<file path="src/rtl/program_sequencer_stk.sv">
// Program sequencer with a hardware call/return stack and a hold input.
// pm_addr is the combinational next program counter; pc follows it every edge.
module program_sequencer_stk #(
    parameter int STACK_DEPTH = 4,
    parameter int DEPTH_W     = 3
) (
    input  logic               clk,
    input  logic               sync_reset,
    input  logic               jmp,
    input  logic               jmp_nz,
    input  logic               dont_jmp,
    input  logic               call,
    input  logic               ret,
    input  logic [3:0]         jmp_addr,
    input  logic               hold,
    output logic [7:0]         pm_addr,
    output logic [7:0]         pc,
    output logic [7:0]         from_PS,
    output logic [DEPTH_W-1:0] stack_depth,
    output logic               stack_overflow,
    output logic               stack_underflow
);

    localparam int IDX_W = (STACK_DEPTH > 1) ? $clog2(STACK_DEPTH) : 1;
    localparam logic [DEPTH_W-1:0] FULL_C = DEPTH_W'(STACK_DEPTH);
    localparam logic [DEPTH_W-1:0] ONE_C  = DEPTH_W'(1);
    localparam logic [DEPTH_W-1:0] ZERO_C = DEPTH_W'(0);

    logic [7:0]         pc_q, pc_d;
    logic [DEPTH_W-1:0] depth_q, depth_d;
    logic               ovf_q, ovf_d;
    logic               unf_q, unf_d;
    logic [7:0]         stack_q [STACK_DEPTH];

    logic [7:0]         pc_inc_s;
    logic [7:0]         target_s;
    logic               push_s;
    logic [IDX_W-1:0]   push_idx_s;
    logic [IDX_W-1:0]   top_idx_s;

    // pc+1 wraps naturally at 8 bits; jump/call targets sit on 16-byte boundaries
    assign pc_inc_s   = pc_q + 8'd1;
    assign target_s   = {jmp_addr, 4'h0};
    assign push_idx_s = IDX_W'(depth_q);
    assign top_idx_s  = IDX_W'(depth_q - ONE_C);

    // Next-pc selection in priority order, plus stack/flag side effects
    always_comb begin
        pc_d    = pc_inc_s;
        depth_d = depth_q;
        ovf_d   = ovf_q;
        unf_d   = unf_q;
        push_s  = 1'b0;
        if (sync_reset) begin
            pc_d    = 8'h00;
            depth_d = ZERO_C;
            ovf_d   = 1'b0;
            unf_d   = 1'b0;
        end else if (hold) begin
            pc_d = pc_q;
        end else if (jmp) begin
            pc_d = target_s;
        end else if (jmp_nz) begin
            if (!dont_jmp) begin
                pc_d = target_s;
            end else begin
                pc_d = pc_inc_s;
            end
        end else if (call) begin
            // The jump is taken even when the stack is full; only the push is lost
            pc_d = target_s;
            if (depth_q < FULL_C) begin
                push_s  = 1'b1;
                depth_d = depth_q + ONE_C;
            end else begin
                ovf_d = 1'b1;
            end
        end else if (ret) begin
            if (depth_q != ZERO_C) begin
                pc_d    = stack_q[top_idx_s];
                depth_d = depth_q - ONE_C;
            end else begin
                pc_d  = pc_inc_s;
                unf_d = 1'b1;
            end
        end else begin
            pc_d = pc_inc_s;
        end
    end

    // Program counter, depth counter and sticky flags
    always_ff @(posedge clk) begin
        if (sync_reset) begin
            pc_q    <= 8'h00;
            depth_q <= ZERO_C;
            ovf_q   <= 1'b0;
            unf_q   <= 1'b0;
        end else begin
            pc_q    <= pc_d;
            depth_q <= depth_d;
            ovf_q   <= ovf_d;
            unf_q   <= unf_d;
        end
    end

    // Return-address storage; contents need no reset because depth gates every read
    always_ff @(posedge clk) begin
        if (push_s) begin
            stack_q[push_idx_s] <= pc_inc_s;
        end
    end

    assign pm_addr         = pc_d;
    assign pc              = pc_q;
    assign from_PS         = pc_q;
    assign stack_depth     = depth_q;
    assign stack_overflow  = ovf_q;
    assign stack_underflow = unf_q;

endmodule

</file>
<file path="config.mk">
export PLATFORM = sky130hd
export DESIGN_NAME = program_sequencer_stk
export DESIGN_NICKNAME = d
export VERILOG_FILES = /design/src/rtl/program_sequencer_stk.sv
export SDC_FILE = /design/constraint.sdc
export NUM_CORES = 1
export LEC_CHECK = 0
export ABC_AREA = 1
export BUFFER_PORTS_ARGS = -buffer_cell sky130_fd_sc_hd__buf_2
export CAP_MARGIN = 20
export CORE_MARGIN = 3
export CORE_UTILIZATION = 63
export CTS_BUF_LIST = sky130_fd_sc_hd__clkbuf_2 sky130_fd_sc_hd__clkbuf_4 sky130_fd_sc_hd__clkbuf_8
export DETAILED_ROUTE_END_ITERATION = 10
export PLACE_DENSITY = 0.89
export SYNTH_ARGS = -nofsm -noshare
export SYNTH_HDL_FRONTEND = slang
export SYNTH_SLANG_ARGS = --single-unit
</file>
<file path="constraint.sdc">
create_clock -name clk -period 5 [get_ports clk]
set_input_delay 0.25 -clock clk [delete_from_list [all_inputs] [get_ports clk]]
set_output_delay 0.25 -clock clk [all_outputs]
set_load 0.02 [all_outputs]
</file>
* Word-level counts from Yosys, hierarchy flattened
Memory sizes are Yosys's and may differ from the RTL's.
Index checks and enable logic that the tools add are counted.
** Storage, ports and cells
- Input port bits :: 12
- Logic and storage cells :: 42
- Memories kept :: 1
- RAM bits :: 32
- Register bits after elaboration :: 13
** Memories
- stack_q :: words 4, width 8, rd ports 1, clocked after Yosys merged registers in 0, write ports 1, line 33 : logic [7:0] stack_q [STACK_DEPTH];
** Cells by class
- Bitwise operators :: 6
- Order comparisons :: 1
- Add/sub/neg operators :: 3
- Reduce and logical (&&, ||, !) cells :: 6
- Multiplexer cells :: 20
- Eq/ne operators :: 1
** Operator list (number)
- $mux W8 :: 8
- $mux W3 :: 4
- $reduce_and A6 Y1 :: 2
- $add A8 B1 Y8 const B :: 1
- $mux W1 :: 8
- $not A1 Y1 :: 6
- $reduce_and A5 Y1 :: 1
- $reduce_bool A2 Y1 :: 2
- $add A3 B1 Y3 const B :: 1
- $lt A3 B3 Y1 const B :: 1
- $reduce_bool A3 Y1 :: 1
- $sub A3 B1 Y3 const B :: 1
- $ne A2 B1 Y1 const B :: 1

* Longest topological paths before layout
- Word-level depth :: 9
- Mapped depth :: 13
- Gate-level depth less buffers :: 11

* Worst setup path after synthesis
OpenSTA, ideal clock, no wires.
- Path kind :: reg2out
- From :: reg depth_q[0], in the netlist stack_depth[0]
- To :: out pm_addr[3]
- Slack :: 2.613 ns
- Buffers on the path :: 2
- Required time :: 4.750 ns
- Stages on the path, launching flop included :: 12
- Data arrival time :: 2.137 ns
- Cells stage by stage :: dfxtp_1 -> buf_4 -> inv_4 -> buf_4 -> ha_1 -> nand2_1 -> nand2_2 -> nor2_2 -> nand3_1 -> nand2_1 -> nor2_1 -> a211oi_1
** On the way
- Cells in the longest elaborated chain, start to end :: 9
- Elaborated cells on any way between the ends :: 10
** RTL lines
- start, declared :: line 30 : logic [DEPTH_W-1:0] depth_q, depth_d;
- start signal, assigned :: line 100 : depth_q <= depth_d;
- $sub A3 B1 Y3
- $mem_v2 Z4 W8
- $mux W8 (*) :: line 79 : if (depth_q != ZERO_C) begin
- $mux W8 (*) :: line 78 : end else if (ret) begin
- $mux W8 (*) :: line 69 : end else if (call) begin
- $mux W8 (*) :: line 63 : end else if (jmp_nz) begin
- $mux W8 (*) :: line 61 : end else if (jmp) begin
- $mux W8 (*) :: line 59 : end else if (hold) begin
- $mux W8 (*) :: line 54 : if (sync_reset) begin
- end, declared :: line 16 : output logic [7:0] pm_addr,
Every way passes the cells marked *; elsewhere a longest branch is shown, timed or not.

* Worst setup path after layout
- From :: reg depth_q[0], in the netlist stack_depth[0]
- To :: out pm_addr[0]
The elaborated chain is that of the path after synthesis.

==> run_results.csv <==
group,metric,value,unit
detailed_routing,drt_wl_total,5.49,mm
placement,gp_congestion,0.910,
setup_path,reg2reg_depth,7,
power_and_ir_drop,p_per_area,280,nW/um2
synthesis,synth-seq-cells,45,
detailed_routing,num_vias,2086,
cts,root_buffer,"clkbuf_8",
hold_path,hp-class,"input pin to register",
global_route,first_global_vias,1836,
setup_path,crit_required,4.75,ns
setup_path,critPathMaxFanout,22,
cts,path_clk_slew,0.09,ns
timing,slew_headroom,0.460,
detailed_routing,via_per_inst,5.65,
synthesis,synth-simple-area-share,0.246,
flow_run,maxCapViolations,0,
synthesis,synth.distinct_cells,31,
placement,dp_hpwl,4.06,mm
detailed_routing,drt-initial-drc-count,194,
power_and_ir_drop,ir_drop,0.000225,V
floorplanning,coreArea,3690,um2
setup_path,reg2reg_from,"stack_depth[0]",
global_route,grt_overflow_total,0,
finish,diodes,0,
synthesis,syn_inst,289,
floorplanning,initial_core_util,0.662,
synthesis,syn-num-nets,307,
finish,area_growth,10.2,%
detailed_routing,ant_nets,0,
setup_path,r2r_slack,2.47,ns
synthesis,synth_top_flop_cell,"edfxtp_1",
timing,setup_viol,0,
cts,cts_buffers,5,
global_route,grt_usage,0.257,
placement,portBuffers,40,
synthesis,muxShareOfSynthArea,0,
timing,max_slew.worst_pin.slew,0.807,ns
floorplanning,fp.dieArea,4660,um2
synthesis,yosys_warnings,0,
finish,layout-drive-gt1-share,0.202,
setup_path,crit_start,"stack_depth[0]",
detailed_routing,avgRoutedWirePerCell,14.9,um
cts,ctsHoldBuffers,0,
floorplanning,fp.dieH,68.3,um
timing,rsz0062_at_grt,"false",
synthesis,synth_area_per_cell,8.46,um2
timing,maxSlewViolCount,0,
timing,hold_ws,0.235,ns
cts,cts-htree-levels,2,
timing,min_period_over_period,0.628,
floorplanning,rows,22,
synthesis,async_reset_ff_frac,0,
finish,fin_nets,338,
synthesis,synth_edf_count,32,
global_route,grt_max_degree,23,
setup_path,crit_arrival,2.89,ns
cts,clock_latency,0.30,ns
cts,cts_setup_buffers,0,
setup_path,cp-endpoint,"pm_addr[0]",
setup_path,cp-end-kind,"primary output",
synthesis,synth_top_family_by_area,"simple AND/OR/NAND/NOR gates",
cts,cts_tree,"yes",
hold_path,min_from,"ret",
cts,clockBufferDepth,2,
synthesis,synthXorXnorAreaFrac,0.0138,
synthesis,yosysSeqAreaShare,0.500,
synthesis,synth_fa_ha_area_frac,0.0307,
setup_path,cp-start-kind,"register",
global_route,antenna_found_initial,0,
global_route,grt_pass1_wl,8.46,mm
setup_path,reg2reg_to,"from_PS[0]",
cts,clkSinkCount,45,
floorplanning,ios,41,
timing,hold_viol_final,0,
timing,min_period,3.14,ns
timing,max_freq,0.318,GHz
power_and_ir_drop,p_leak,0.00121,uW
synthesis,synth_compound_area_frac,0.116,
detailed_routing,drc,0,
cts,cts_resized,0,
floorplanning,die_w,68.3,um
timing,fin_skew,0.00817,ns
synthesis,synthesis.area,2440,um2
timing,setup-tns-final,0,ns
run_status,outcome,"finished clean",
detailed_routing,dr.pass1.iters,4,
setup_path,critPathKind,"register to primary output",
## routing by layer
| layer | global-route usage | part of all wire |
|---|---|---|
| met1 | 0.351 | 0.44 |
| met2 | 0.406 | 0.48 |
| met3 | 0.0542 | 0.060 |
| met4 | 0.0868 | 0.020 |
| met5 | 0 | 0 |
## layout by cell type (no fill, tap or decap), types with 3 or more instances in the layout
cell type	Yosys	routed
nand2_1	72	72
buf_2	4	40
edfxtp_1	32	32
inv_1	30	30
a21oi_1	26	26
nand3_1	22	22
o21ai_0	19	19
nor2_1	18	18
dfxtp_1	13	13
nor3_1	6	6
ha_1	6	6
clkbuf_8	0	5
a211oi_1	3	3
nand3_2	3	3
## critical path, stage by stage (launching register included)
cell	delay (ns)
dfxtp_1	0.81
inv_4	0.21
ha_1	0.54
inv_1	0.21
a21oi_1	0.14
o21ai_0	0.10
a31oi_1	0.32
nor3_1	0.08
buf_2	0.17
## final cells by class
class                   count  area, um2
clock inverters             2       16.3
flip-flops and latches     45       1220
repair buffers             40        200
clock buffers               6       76.3
multi-input cells         195        993
fillers                   302        995
well taps                  48       60.1
inverters                  33        126
## state kept, by name, indices dropped and copies added (netlist names)
| register | cells |
|---|---|
| stack_q | 32 |
| from_PS | 8 |
| stack_depth | 3 |
| stack_overflow | 1 |
| stack_underflow | 1 |
## kinds of logic (layout without fill, tap and decap cells)
kind of cell,count (synthesis),after routing
AOI/OAI and AO/OA,53,53
xor gates and xnor gates,3,3
adders and majority gates,6,6
buffers and inverters,49,81
DFF,45,45
and+or+nand+nor,133,133
## per-stage QoR
stage,power (uW),std cells,worst slack [ns],utilization,cell area [um2]
3_5_place_dp,530,361,2.24,0.705,2600
5_1_grt,792,369,1.57,0.730,2690
6_report,754,369,1.86,0.730,2690
3_3_place_gp,527,361,2.40,0.705,2600
4_1_cts,755,369,1.90,0.730,2690
2_1_floorplan,502,289,2.61,-,2440
## synth_stat cells (3+ instances only)
master	n	area [um2]
nor2_1	18	67.6
dfxtp_1	13	260
nor3_1	6	30.0
buf_4	10	75.1
inv_1	30	113
nand2_1	72	270
nand3_1	22	110
buf_2	4	20.0
edfxtp_1	32	961
o21ai_0	19	95.1
a21oi_1	26	130
nand3_2	3	30.0
ha_1	6	75.1
a211oi_1	3	22.5
## power breakdown
group / total [uW] / internal, uW / leakage (uW) / switching [uW]
combinational: 108 / 33.8 / 0.000756 / 73.9
clock: 231 / 105 / 0.0000448 / 126
sequential: 415 / 405 / 0.000405 / 9.96
## how the worst min path moves through the flow
stage                            to  slack [ns]  depth (start not counted)
detailed placement  stack_underflow        0.45                          2
finish              stack_underflow        0.23                          3
global placement     stack_overflow        0.45                          1
CTS                      from_PS[1]        0.22                          2
floorplan           stack_underflow        0.41                          2
global route             from_PS[1]        0.23                          2
No activity file was read; power rests on OpenSTA's default activity.
